File: src/rtl/servo_motion_seq.sv
// Debounced push-button motion sequencer: plays one of four fixed four-step
// position patterns on pos, holding each step for DWELL_CYCLES clocks.
module servo_motion_seq #(
    parameter int DEBOUNCE_CYCLES = 1_000_000,
    parameter int DWELL_CYCLES    = 25_000_000
) (
    input  logic       clk,
    input  logic       rst,
    input  logic       btn,
    input  logic [1:0] mode,
    input  logic       stop,
    output logic [1:0] pos,
    output logic       busy,
    output logic       done
);

    localparam int DB_W = (DEBOUNCE_CYCLES > 1) ? $clog2(DEBOUNCE_CYCLES) : 1;
    localparam int DW_W = (DWELL_CYCLES > 1) ? $clog2(DWELL_CYCLES) : 1;
    localparam logic [DB_W-1:0] DB_LAST = DB_W'(DEBOUNCE_CYCLES - 1);
    localparam logic [DW_W-1:0] DW_LAST = DW_W'(DWELL_CYCLES - 1);

    typedef enum logic {IDLE, PLAY} state_t;

    logic            sync1;
    logic            btn_s;
    logic            btn_db;
    logic            btn_db_d;
    logic            trig;
    logic [DB_W-1:0] db_cnt;

    state_t          state;
    logic [1:0]      mode_q;
    logic [1:0]      step;
    logic [DW_W-1:0] dwell;

    function automatic logic [1:0] pattern(input logic [1:0] m, input logic [1:0] s);
        case (m)
            2'd0:    pattern = s[0] ? 2'd2 : 2'd0;
            2'd1:    pattern = s;
            2'd2:    pattern = s[0] ? 2'd2 : 2'd1;
            default: pattern = 2'd3;
        endcase
    endfunction

    // trig is registered so it lands one cycle after the debounced rise.
    always_ff @(posedge clk or posedge rst) begin
        if (rst) begin
            sync1    <= 1'b0;
            btn_s    <= 1'b0;
            btn_db   <= 1'b0;
            btn_db_d <= 1'b0;
            trig     <= 1'b0;
            db_cnt   <= '0;
        end else begin
            sync1    <= btn;
            btn_s    <= sync1;
            btn_db_d <= btn_db;
            trig     <= btn_db & ~btn_db_d;
            if (btn_s == btn_db) begin
                db_cnt <= '0;
            end else if (db_cnt == DB_LAST) begin
                btn_db <= btn_s;
                db_cnt <= '0;
            end else begin
                db_cnt <= db_cnt + 1'b1;
            end
        end
    end

    always_ff @(posedge clk or posedge rst) begin
        if (rst) begin
            state  <= IDLE;
            mode_q <= 2'd0;
            step   <= 2'd0;
            dwell  <= '0;
            pos    <= 2'd0;
            busy   <= 1'b0;
            done   <= 1'b0;
        end else begin
            done <= 1'b0;
            if (stop) begin
                state <= IDLE;
                step  <= 2'd0;
                dwell <= '0;
                pos   <= 2'd0;
                busy  <= 1'b0;
            end else begin
                case (state)
                    IDLE: begin
                        if (trig) begin
                            mode_q <= mode;
                            step   <= 2'd0;
                            dwell  <= '0;
                            pos    <= pattern(mode, 2'd0);
                            busy   <= 1'b1;
                            state  <= PLAY;
                        end
                    end
                    PLAY: begin
                        if (dwell == DW_LAST) begin
                            dwell <= '0;
                            if (step == 2'd3) begin
                                step  <= 2'd0;
                                pos   <= 2'd0;
                                busy  <= 1'b0;
                                done  <= 1'b1;
                                state <= IDLE;
                            end else begin
                                step <= step + 2'd1;
                                pos  <= pattern(mode_q, step + 2'd1);
                            end
                        end else begin
                            dwell <= dwell + 1'b1;
                        end
                    end
                    default: state <= IDLE;
                endcase
            end
        end
    end

endmodule

File: config.mk
export PLATFORM = sky130hd
export DESIGN_NAME = servo_motion_seq
export DESIGN_NICKNAME = d
export VERILOG_FILES = /design/src/rtl/servo_motion_seq.sv
export SDC_FILE = /design/constraint.sdc
export NUM_CORES = 1
export LEC_CHECK = 0
export BUFFER_PORTS_ARGS = -buffer_cell sky130_fd_sc_hd__buf_2
export CORE_MARGIN = 5
export CORE_UTILIZATION = 45
export DETAILED_ROUTE_END_ITERATION = 12
export GPL_ROUTABILITY_DRIVEN = 0
export SLEW_MARGIN = 20
export SYNTH_ARGS = -nofsm -noshare
export SYNTH_HDL_FRONTEND = slang
export SYNTH_SLANG_ARGS = --single-unit
File: constraint.sdc
create_clock -name clk -period 2.3 [get_ports clk]
set_input_delay 0.115 -clock clk [delete_from_list [all_inputs] [get_ports clk]]
set_output_delay 0.115 -clock clk [all_outputs]
set_load 0.02 [all_outputs]
==> results.py, run 1 <==
metrics = {
    "run_status": {
        "status": "finished, final reports clean",
    },
    "routing": {
        "vias": 2259,
        "via_per_inst": 5.483,
        "dr.pass1.iters": 4,
        "antenna_left": 0,
        "routed_wirelength_mm": 6.043,
        "drc": 0,
        "drt_iter0_markers": 115,
        "routedWlPerCell_um": 14.67,
    },
    "timing": {
        "maxSlewHeadroom_pct": 55.43,
        "fin_skew_ns": 0.007219,
        "worst_slew_pin_slew_ns": 0.6686,
        "whs_ns": 0.01826,
        "fin_crit_sh_pct": 94.70,
        "fmax_mhz": 459.1,
        "rsz0062_at_grt": "no",
        "drv_slew": 0,
        "hold_viol_final": 0,
        "tns_ns": 0,
        "setup_viol": 0,
        "period_minus_slack_ns": 2.178,
    },
    "critical_path": {
        "endpoint": "busy$_DFFE_PP0P_",
        "slowest_stage": "or4b_4",
        "worstPathArrival_ns": 2.41,
        "timing.rr.start": "dwell[0]$_DFFE_PP0P_",
        "cp-end-kind": "flip-flop",
        "crit_start": "dwell[0]$_DFFE_PP0P_",
        "path_max_fanout": 5,
        "worstPathRequired_ns": 2.53,
        "max_stage_delay_ns": 0.59,
        "crit_chain": "ha_1 > nand4_1 > or4b_4 > or3_1 > a31o_2",
        "path_class": "flip-flop to flip-flop",
        "ff2ff_path_depth": 5,
        "r2r_end": "busy$_DFFE_PP0P_",
        "start_kind": "flip-flop",
        "rrSetupSlack_ns": 0.12,
    },
    "synthesis": {
        "synth_edf_count": 0,
        "synth-simple-area-share_pct": 26.08,
        "ys_seq_elements": 59,
        "synth_top_family_by_area": "simple AND/OR/NAND/NOR gates",
        "synth_area_sq_um": 2994,
        "syn_nets": 315,
        "synthCells": 306,
        "seq_area_frac_synth_pct": 49.31,
        "synth-xor-area-share_pct": 7.606,
        "synth_top_cell_area_share_pct": 49.31,
        "synth_fa_ha_area_share_pct": 1.254,
        "yosys_warnings": 0,
        "synth_most_common_cell": "dfrtp_1",
        "avgSynthCellArea_sq_um": 9.785,
        "synthMuxAreaShare_pct": 2.173,
        "ys.flop_type": "dfrtp_1",
        "ys_top_cells_by_count": "dfrtp_1, nor2_1, nand2_1",
        "synth_area_leader_cell": "dfrtp_1",
        "synth_compound_area_share_pct": 10.32,
        "synthArstFlopShare_pct": 100.0,
        "synthTopCellsByArea": "dfrtp_1, nor2_1, xnor2_1",
        "synth_cell_types": 45,
    },
    "flow_run": {
        "drv_cap": 0,
    },
    "placement": {
        "hpwl_mm": 4.072,
        "numPortBuffers": 9,
        "dpl-instance-area_sq_um": 3163,
    },
    "layout": {
        "nFillCells": 600,
        "nets": 339,
        "final_area_sq_um": 3420,
        "utilization_pct": 53.24,
        "drive_gt1_share_pct": 15.22,
        "syn_to_final_growth_pct": 14.21,
        "multi_input_area_sq_um": 1424,
        "antenna_cells": 0,
        "regArea_sq_um": 1476,
    },
    "floorplan": {
        "coreArea_sq_um": 6422,
        "std_cell_rows": 29,
        "start_util_pct": 46.62,
        "dieArea_sq_um": 8385,
        "io_pins": 10,
        "die_y_um": 91.57,
        "die_x_um": 91.57,
    },
    "clocking": {
        "cts_buffer_depth": 2,
        "cts_tree": "built",
        "cts-root-buf": "clkbuf_8",
        "cts.sinks": 59,
        "clk_pin_slew_ns": 0.07,
        "cts_buffers": 9,
        "htreeDepth": 3,
        "clk_latency_ns": 0.34,
    },
    "global_routing": {
        "met1_usage_pct": 21.81,
        "grt.total_usage_pct": 16.23,
        "grt_pass1_wl_mm": 10.78,
        "gr-total-overflow": 0,
        "busiest_layer": "met2",
        "use_met3_pct": 4.711,
        "grt_max_degree": 60,
        "grtUsageMet2_pct": 24.35,
        "grt_pass1_vias": 2282,
        "antenna_found_initial": 0,
    },
    "worst_hold_path": {
        "hp-class": "input port to flip-flop",
    },
    "power_and_ir_drop": {
        "ir_worst_vdd_v": 0.0004505,
        "power.density_nw_per_um2": 631.2,
        "power_leakage_nw": 1.490,
    },
}
-- stage by stage --
stage	power, mW	worst slack, ns	std cells
2_1_floorplan	1.117	0.3140	306
3_3_place_gp	1.144	0.1031	392
3_5_place_dp	1.145	0.08936	392
4_1_cts	2.200	0.07400	410
5_1_grt	2.257	0.01080	412
6_report	2.158	0.1220	412
-- logic make-up (layout without fill, tap and decap cells) --
family / Yosys count / after routing
buffers and inverters: 19 / 48
AO/OA/AOI/OAI: 47 / 47
adder cells (fa/ha/maj): 3 / 3
XOR/XNOR: 26 / 26
AND/OR/NAND/NOR: 146 / 146
multiplexers: 6 / 6
flip-flops: 59 / 59
-- routing by layer --
metal	part of all wire, %	wire [um]
met1	50	3008
met2	46	2755
met3	3.3	202
met4	1.3	76
met5	0	0
-- layout make-up --
cell class                      count  share of cell area, %
Sequential cell                    59                  43.18
Multi-Input combinational cell    228                  41.64
Timing Repair Buffer               24                  5.123
Clock buffer                       10                  3.732
Tap cell                           77                  2.817
Clock inverter                      6                  2.634
Inverter                            8                 0.8782
-- where the power goes --
| group | switching [mW] | internal [mW] | leakage (nW) |
|---|---|---|---|
| clock | 0.421 | 0.611 | 0.106 |
| sequential | 0.00800 | 1.05 | 0.815 |
| combinational | 0.0496 | 0.0223 | 0.569 |
| total | 0.478 | 1.68 | 1.49 |
-- layout by cell type (no fill, tap or decap), types with 4 or more instances in the layout --
cell type / count
dfrtp_1: 59
nor2_1: 43
nand2_1: 22
nand3_1: 20
xnor2_1: 14
a31oi_1: 13
xor2_1: 12
buf_4: 12
a21oi_1: 11
and4_1: 9
nand4_1: 9
o21ai_0: 9
clkbuf_8: 9
buf_2: 9
nor3_1: 8
inv_1: 7
and3_1: 6
a41oi_1: 5
nand2b_1: 4
mux2_2: 4
-- critical path, delay by kind of cell (launching register included) --
kind	cells	cell delay, ns
AOI/OAI and AO/OA	1	0.27
adders and majority gates	1	0.24
and+or+nand+nor	3	1.18
DFF	1	0.40
-- how the worst min path moves through the flow --
stage / startpoint / to / slack, ns / cells past startpoint
after floorplan: btn / sync1$_DFF_PP0_ / 0.15 / 0
after global placement: rst / mode_q[0]$_DFFE_PP0P_ / 0.20 / 3
after detailed placement: rst / mode_q[0]$_DFFE_PP0P_ / 0.20 / 3
after CTS: mode[0] / mode_q[0]$_DFFE_PP0P_ / 0.003 / 2
after global routing: mode[0] / mode_q[0]$_DFFE_PP0P_ / 0.007 / 2
final: mode[0] / mode_q[0]$_DFFE_PP0P_ / 0.02 / 2
-- what timing repair did --
action	4_1_cts	5_1_grt
resized for setup	0	1
hold endpoints to repair	60	0
hold buffers	2	0
setup buffers	0	2
setup endpoints to repair	0	9
-- state kept, by name, summed over array words and instances (netlist names), 2 cells and up --
signal	flops
dwell	25
db_cnt	20
mode_q	2
pos	2
step	2
Power figures use the tool's default switching activity.
==> run 2, diff against run 1 <==
--- a/config.mk
+++ b/config.mk
@@ -7,9 +7,12 @@
 export LEC_CHECK = 0
 export BUFFER_PORTS_ARGS = -buffer_cell sky130_fd_sc_hd__buf_2
 export CORE_MARGIN = 5
-export CORE_UTILIZATION = 45
+export CORE_UTILIZATION = 50
+export CTS_BUF_LIST = sky130_fd_sc_hd__clkbuf_16
 export DETAILED_ROUTE_END_ITERATION = 12
 export GPL_ROUTABILITY_DRIVEN = 0
+export MAX_ROUTING_LAYER = met4
+export PLACE_DENSITY = 0.66
 export SLEW_MARGIN = 20
 export SYNTH_ARGS = -nofsm -noshare
 export SYNTH_HDL_FRONTEND = slang
==> run 2 against run 1 <==
Effect of this change:
- combinational power down 0.7%
- setup slack better by 0.019 ns
- sequential cell count unchanged
- sequential share of layout area down 0.68 points
- clock skew down 0.0031 ns
- fmax up 0.88%
- non-clock buffer count down 4
- largest power group is now the clock network
- highest routed layer unchanged
==> results.py, run 2 (synthesis results as in run 1) <==
metrics = {
    "timing": {
        "worst_slew_pin_slew_ns": 0.6673,
        "drv_slew": 0,
        "whs_ns": 0.04305,
        "maxSlewHeadroom_pct": 55.51,
        "fmax_mhz": 463.2,
        "setup_ws_ns": 0.1410,
        "fin_crit_sh_pct": 93.87,
        "rsz0062_at_grt": "no",
        "fin_skew_ns": 0.004083,
        "period_minus_slack_ns": 2.159,
        "hold_viol_final": 0,
        "tns_ns": 0,
        "setup_viol": 0,
    },
    "placement": {
        "dp_cells": 388,
        "pre_cts_slack_ns": 0.1708,
        "dpl-instance-area_sq_um": 3146,
        "numPortBuffers": 9,
        "hpwl_mm": 4.046,
    },
    "global_routing": {
        "gr-total-overflow": 0,
        "antenna_found_initial": 0,
        "grt.total_usage_pct": 19.00,
        "grt_pass1_wl_mm": 10.96,
        "grt_max_degree": 34,
        "grt_pass1_vias": 2346,
    },
    "layout": {
        "syn_to_final_growth_pct": 16.05,
        "regMostFlops": "dwell",
        "antenna_cells": 0,
        "drive_gt1_share_pct": 13.29,
        "fin_cells": 406,
        "layout_common_cells": "dfrtp_1, nor2_1, nand2_1",
        "nets": 335,
        "largest_reg_flops": 25,
        "layout_commonest_cell": "dfrtp_1",
        "utilization_pct": 59.03,
        "final_area_sq_um": 3475,
        "reg.largest.list": "dwell (25), db_cnt (20)",
    },
    "power_and_ir_drop": {
        "power_leakage_nw": 1.512,
        "sw_frac_of_total_pct": 20.22,
        "seqPwrFrac_pct": 42.1,
        "power.density_nw_per_um2": 722.7,
        "ir_worst_vdd_v": 0.0006011,
        "combPwrFrac_pct": 2.8,
        "pwr-share-clk_pct": 55.1,
        "p_int_mw": 2.003,
        "p_switching_mw": 0.5076,
        "finalPower_mw": 2.511,
    },
    "critical_path": {
        "rrSetupSlack_ns": 0.14,
        "path_max_fanout": 5,
        "ff2ff_path_depth": 5,
        "worstPathArrival_ns": 2.37,
        "cp-end-kind": "flip-flop",
        "worstPathRequired_ns": 2.51,
        "crit_start": "dwell[0]$_DFFE_PP0P_",
        "path_class": "flip-flop to flip-flop",
        "r2r_end": "busy$_DFFE_PP0P_",
        "start_kind": "flip-flop",
        "timing.rr.start": "dwell[0]$_DFFE_PP0P_",
    },
    "floorplan": {
        "io_pins": 10,
        "coreArea_sq_um": 5886,
        "std_cell_rows": 28,
        "dieArea_sq_um": 7636,
        "start_util_pct": 50.87,
        "die_y_um": 87.39,
        "die_x_um": 87.39,
    },
    "clocking": {
        "cts_tree": "built",
        "cts_buffers": 9,
        "cts_resized": 0,
        "cts.sinks": 59,
        "clk_latency_ns": 0.32,
        "clk_pin_slew_ns": 0.05,
        "htreeDepth": 3,
        "cts_buffer_depth": 2,
        "cts-root-buf": "clkbuf_16",
    },
    "routing": {
        "antenna_left": 0,
        "vias": 2300,
        "drt_iter0_markers": 128,
        "routed_wirelength_mm": 6.143,
        "dr.pass1.iters": 4,
        "via_per_inst": 5.665,
        "drc": 0,
        "routedWlPerCell_um": 15.13,
    },
    "worst_hold_path": {
        "hold_end": "mode_q[0]$_DFFE_PP0P_",
        "hold_path_depth": 2,
        "min_from": "mode[0]",
        "hp-class": "input port to flip-flop",
    },
    "run_status": {
        "status": "finished, final reports clean",
    },
    "flow_run": {
        "drv_cap": 0,
    },
}
run 2: cell type report:
| type | instances | area, sq um |
|---|---|---|
| clock inverters | 7 | 83.83 |
| clock buffers | 9 | 225.2 |
| repair buffers | 20 | 145.1 |
| multi-input cells | 228 | 1420 |
| well taps | 75 | 93.84 |
| fillers | 503 | 2411 |
| inverters | 8 | 30.03 |
| flip-flops and latches | 59 | 1476 |
run 2: worst max-delay path, cell delays in order, from the launching register on:
cell and delay, ns:
dfrtp_1 0.38, ha_1 0.23, nand4_1 0.18, or4b_1 0.60
or3_1 0.39, a31o_2 0.26
run 2: power groups by stage:
stage | combinational, mW | clock (mW) | sequential (mW)
after floorplan | 0.0442 | 0 | 1.07
after global placement | 0.0706 | 0 | 1.07
after detailed placement | 0.0711 | 0 | 1.07
after CTS | 0.0742 | 1.40 | 1.06
after global routing | 0.0839 | 1.45 | 1.06
final | 0.0714 | 1.38 | 1.06
run 2: repair_timing:
| item | in CTS | in global routing |
|---|---|---|
| hold buffers | 2 | 0 |
| setup buffers | 0 | 0 |
| endpoints found under the hold margin | 27 | 0 |
run 2: metal layers:
layer | vias to the layer above | part of all wire, % | GRT usage [%]
li1 | 1138 | - | -
met1 | 1098 | 48 | 26.50
met2 | 56 | 46 | 26.92
met3 | 8 | 4.4 | 4.352
met4 | 0 | 1.4 | 7.252
met5 | - | 0 | -
run 2: worst max-delay path by stage:
stage / to / slack [ns]
final: busy$_DFFE_PP0P_ / 0.14
after global routing: busy$_DFFE_PP0P_ / 0.02
after CTS: busy$_DFFE_PP0P_ / 0.15
after detailed placement: busy$_DFFE_PP0P_ / 0.17
after global placement: busy$_DFFE_PP0P_ / 0.20
after floorplan: dwell[0]$_DFFE_PP0P_ / 0.31
==> run 3, diff against run 2 <==
--- a/config.mk
+++ b/config.mk
@@ -6,13 +6,15 @@
 export NUM_CORES = 1
 export LEC_CHECK = 0
 export BUFFER_PORTS_ARGS = -buffer_cell sky130_fd_sc_hd__buf_2
+export CELL_PAD_IN_SITES_DETAIL_PLACEMENT = 0
+export CELL_PAD_IN_SITES_GLOBAL_PLACEMENT = 2
 export CORE_MARGIN = 5
-export CORE_UTILIZATION = 50
+export CORE_UTILIZATION = 40
 export CTS_BUF_LIST = sky130_fd_sc_hd__clkbuf_16
 export DETAILED_ROUTE_END_ITERATION = 12
 export GPL_ROUTABILITY_DRIVEN = 0
 export MAX_ROUTING_LAYER = met4
-export PLACE_DENSITY = 0.66
+export PLACE_DENSITY_LB_ADDON = 0.1
 export SLEW_MARGIN = 20
 export SYNTH_ARGS = -nofsm -noshare
 export SYNTH_HDL_FRONTEND = slang
==> run 3 against run 2 <==
Effect of this change:
- die area is 22% higher
- clock skew increased by 0.0043 ns
- non-clock buffer count rose by 8
- sequential cell count unchanged
- critical endpoint unchanged
- sequential power is essentially flat
- clock-buffer cell count is the same
- combinational power fell by 2%
- sequential share of layout area decreased by 0.71 points
==> results.py, run 3 (synthesis results as in run 1) <==
metrics = {
    "layout": {
        "nFillCells": 718,
        "regMostFlops": "dwell",
        "layout_commonest_cell": "dfrtp_1",
        "largest_reg_flops": 25,
        "regArea_sq_um": 1476,
        "multi_input_area_sq_um": 1428,
        "reg.largest.list": "dwell (25), db_cnt (20)",
        "nets": 343,
        "layout_common_cells": "dfrtp_1, nor2_1, nand2_1",
        "syn_to_final_growth_pct": 18.01,
        "fin_cells": 438,
        "drive_gt1_share_pct": 16.22,
        "antenna_cells": 0,
    },
    "clocking": {
        "htreeDepth": 3,
        "clk_pin_slew_ns": 0.05,
        "cts_tree": "built",
        "cts-root-buf": "clkbuf_16",
        "cts_buffer_depth": 2,
        "cts_buffers": 9,
        "clk_latency_ns": 0.32,
        "cts.sinks": 59,
    },
    "power_and_ir_drop": {
        "power.density_nw_per_um2": 678.4,
        "ir_worst_vdd_v": 0.0004354,
        "sw_frac_of_total_pct": 21.11,
        "pwr-share-clk_pct": 53.0,
        "seqPwrFrac_pct": 44.1,
        "combPwrFrac_pct": 2.9,
        "p_int_mw": 1.891,
        "power_leakage_nw": 1.542,
        "p_switching_mw": 0.5060,
    },
    "critical_path": {
        "crit_chain": "ha_2 > nand4_1 > or4b_1 > or3_1 > a31o_2",
        "path_class": "flip-flop to flip-flop",
        "slowest_stage": "or4b_1",
        "crit_buf_inv": 0,
        "crit_family": "simple AND/OR/NAND/NOR gates",
        "max_stage_delay_ns": 0.61,
        "path_max_fanout": 5,
        "worstPathRequired_ns": 2.51,
        "worstPathArrival_ns": 2.37,
        "cp-end-kind": "flip-flop",
        "start_kind": "flip-flop",
    },
    "placement": {
        "dp_cells": 421,
        "numPortBuffers": 9,
        "hpwl_mm": 4.501,
    },
    "timing": {
        "worst_slew_pin_slew_ns": 0.7582,
        "rsz0062_at_grt": "no",
        "drv_slew": 0,
        "tns_ns": 0,
        "fin_skew_ns": 0.008352,
        "fin_crit_sh_pct": 93.94,
        "maxSlewHeadroom_pct": 49.46,
        "fmax_mhz": 462.8,
        "period_minus_slack_ns": 2.161,
        "hold_viol_final": 0,
        "setup_viol": 0,
    },
    "floorplan": {
        "die_x_um": 96.52,
        "dieArea_sq_um": 9315,
        "coreArea_sq_um": 7253,
        "die_y_um": 96.52,
        "io_pins": 10,
        "start_util_pct": 41.28,
        "std_cell_rows": 31,
    },
    "worst_hold_path": {
        "hp-class": "input port to asynchronous set/reset pin",
    },
    "routing": {
        "routedWlPerCell_um": 14.84,
        "antenna_left": 0,
        "drc": 0,
        "drt_iter0_markers": 79,
        "routed_wirelength_mm": 6.499,
        "vias": 2318,
        "via_per_inst": 5.292,
        "dr.pass1.iters": 4,
    },
    "global_routing": {
        "gr-total-overflow": 0,
        "grt.total_usage_pct": 16.10,
        "grt_pass1_wl_mm": 11.16,
        "grt_pass1_vias": 2274,
        "antenna_found_initial": 0,
        "grt_max_degree": 60,
    },
    "run_status": {
        "status": "finished, final reports clean",
    },
    "flow_run": {
        "drv_cap": 0,
    },
}
-- run 3: cell count changes in the layout (fill, tap and decap cells not counted), sizes merged --
cell,change
bufinv,-1
buf,+9
dlygate4sd3,-1
clkinv,+1
-- run 3: final cells by class --
class                   count  area share [%]
repair buffers             28           5.382
flip-flops and latches     59           41.78
inverters                   8          0.8499
well taps                  99           3.506
multi-input cells         228           40.40
clock inverters             7           1.700
clock buffers               9           6.374
-- run 3: power groups by stage --
stage / Clock [mW] / Sequential [mW] / Combinational (mW)
floorplan: 0 / 1.07 / 0.0442
global placement: 0 / 1.07 / 0.0711
detailed placement: 0 / 1.07 / 0.0714
CTS: 1.30 / 1.06 / 0.0729
global route: 1.36 / 1.06 / 0.0808
finish: 1.27 / 1.06 / 0.0703
-- run 3: final timing paths --
path | startpoint | end | slack (ns) | depth (start not counted)
min in group clk | mode[0] | mode_q[0]$_DFFE_PP0P_ | 0.05 | 2
min | rst | mode_q[0]$_DFFE_PP0P_ | 0.008 | 3
max in group asynchronous | rst | db_cnt[6]$_DFF_PP0_ | 1.79 | 3
max | dwell[0]$_DFFE_PP0P_ | busy$_DFFE_PP0P_ | 0.14 | 5
max reg2reg | dwell[0]$_DFFE_PP0P_ | busy$_DFFE_PP0P_ | 0.14 | 5
min reg2reg | sync1$_DFF_PP0_ | btn_s$_DFF_PP0_ | 0.36 | 0
-- run 3: per-layer routing --
metal  wire (um)  vias up  GRT usage [%]
met5           0        -              -
met4          98        0          5.607
met3         135        8          3.021
met2        3050       28          24.60
met1        3214     1124          21.54
li1            -     1158              -
-- run 3: worst register-to-register path: cells and delay by family, from the launching register on --
family | cells | cell delay, ns
AOI/OAI and AO/OA | 1 | 0.26
DFF | 1 | 0.39
and+or+nand+nor | 3 | 1.17
adders and majority gates | 1 | 0.23
-- run 3: repair_timing --
item | 4_1_cts | 5_1_grt
endpoints found under the hold margin | 1 | 0
resized for setup | 0 | 2
endpoints found under the setup margin | 0 | 9
setup buffers | 0 | 0
hold buffers | 1 | 0
-- run 3: through the flow --
step           worst slack, ns  power [mW]  utilization (%)  hold slack (ns)  area (sq um)
4_1_cts                0.09364       2.432            48.61          0.04050          3526
2_1_floorplan           0.3140       1.117                -           0.1464          2994
3_5_place_dp            0.1091       1.145            44.54           0.2257          3231
3_3_place_gp            0.1421       1.145            44.54           0.2255          3231
6_report                0.1393       2.397            48.71         0.008135          3533
5_1_grt                0.02336       2.499            48.71          0.04353          3533
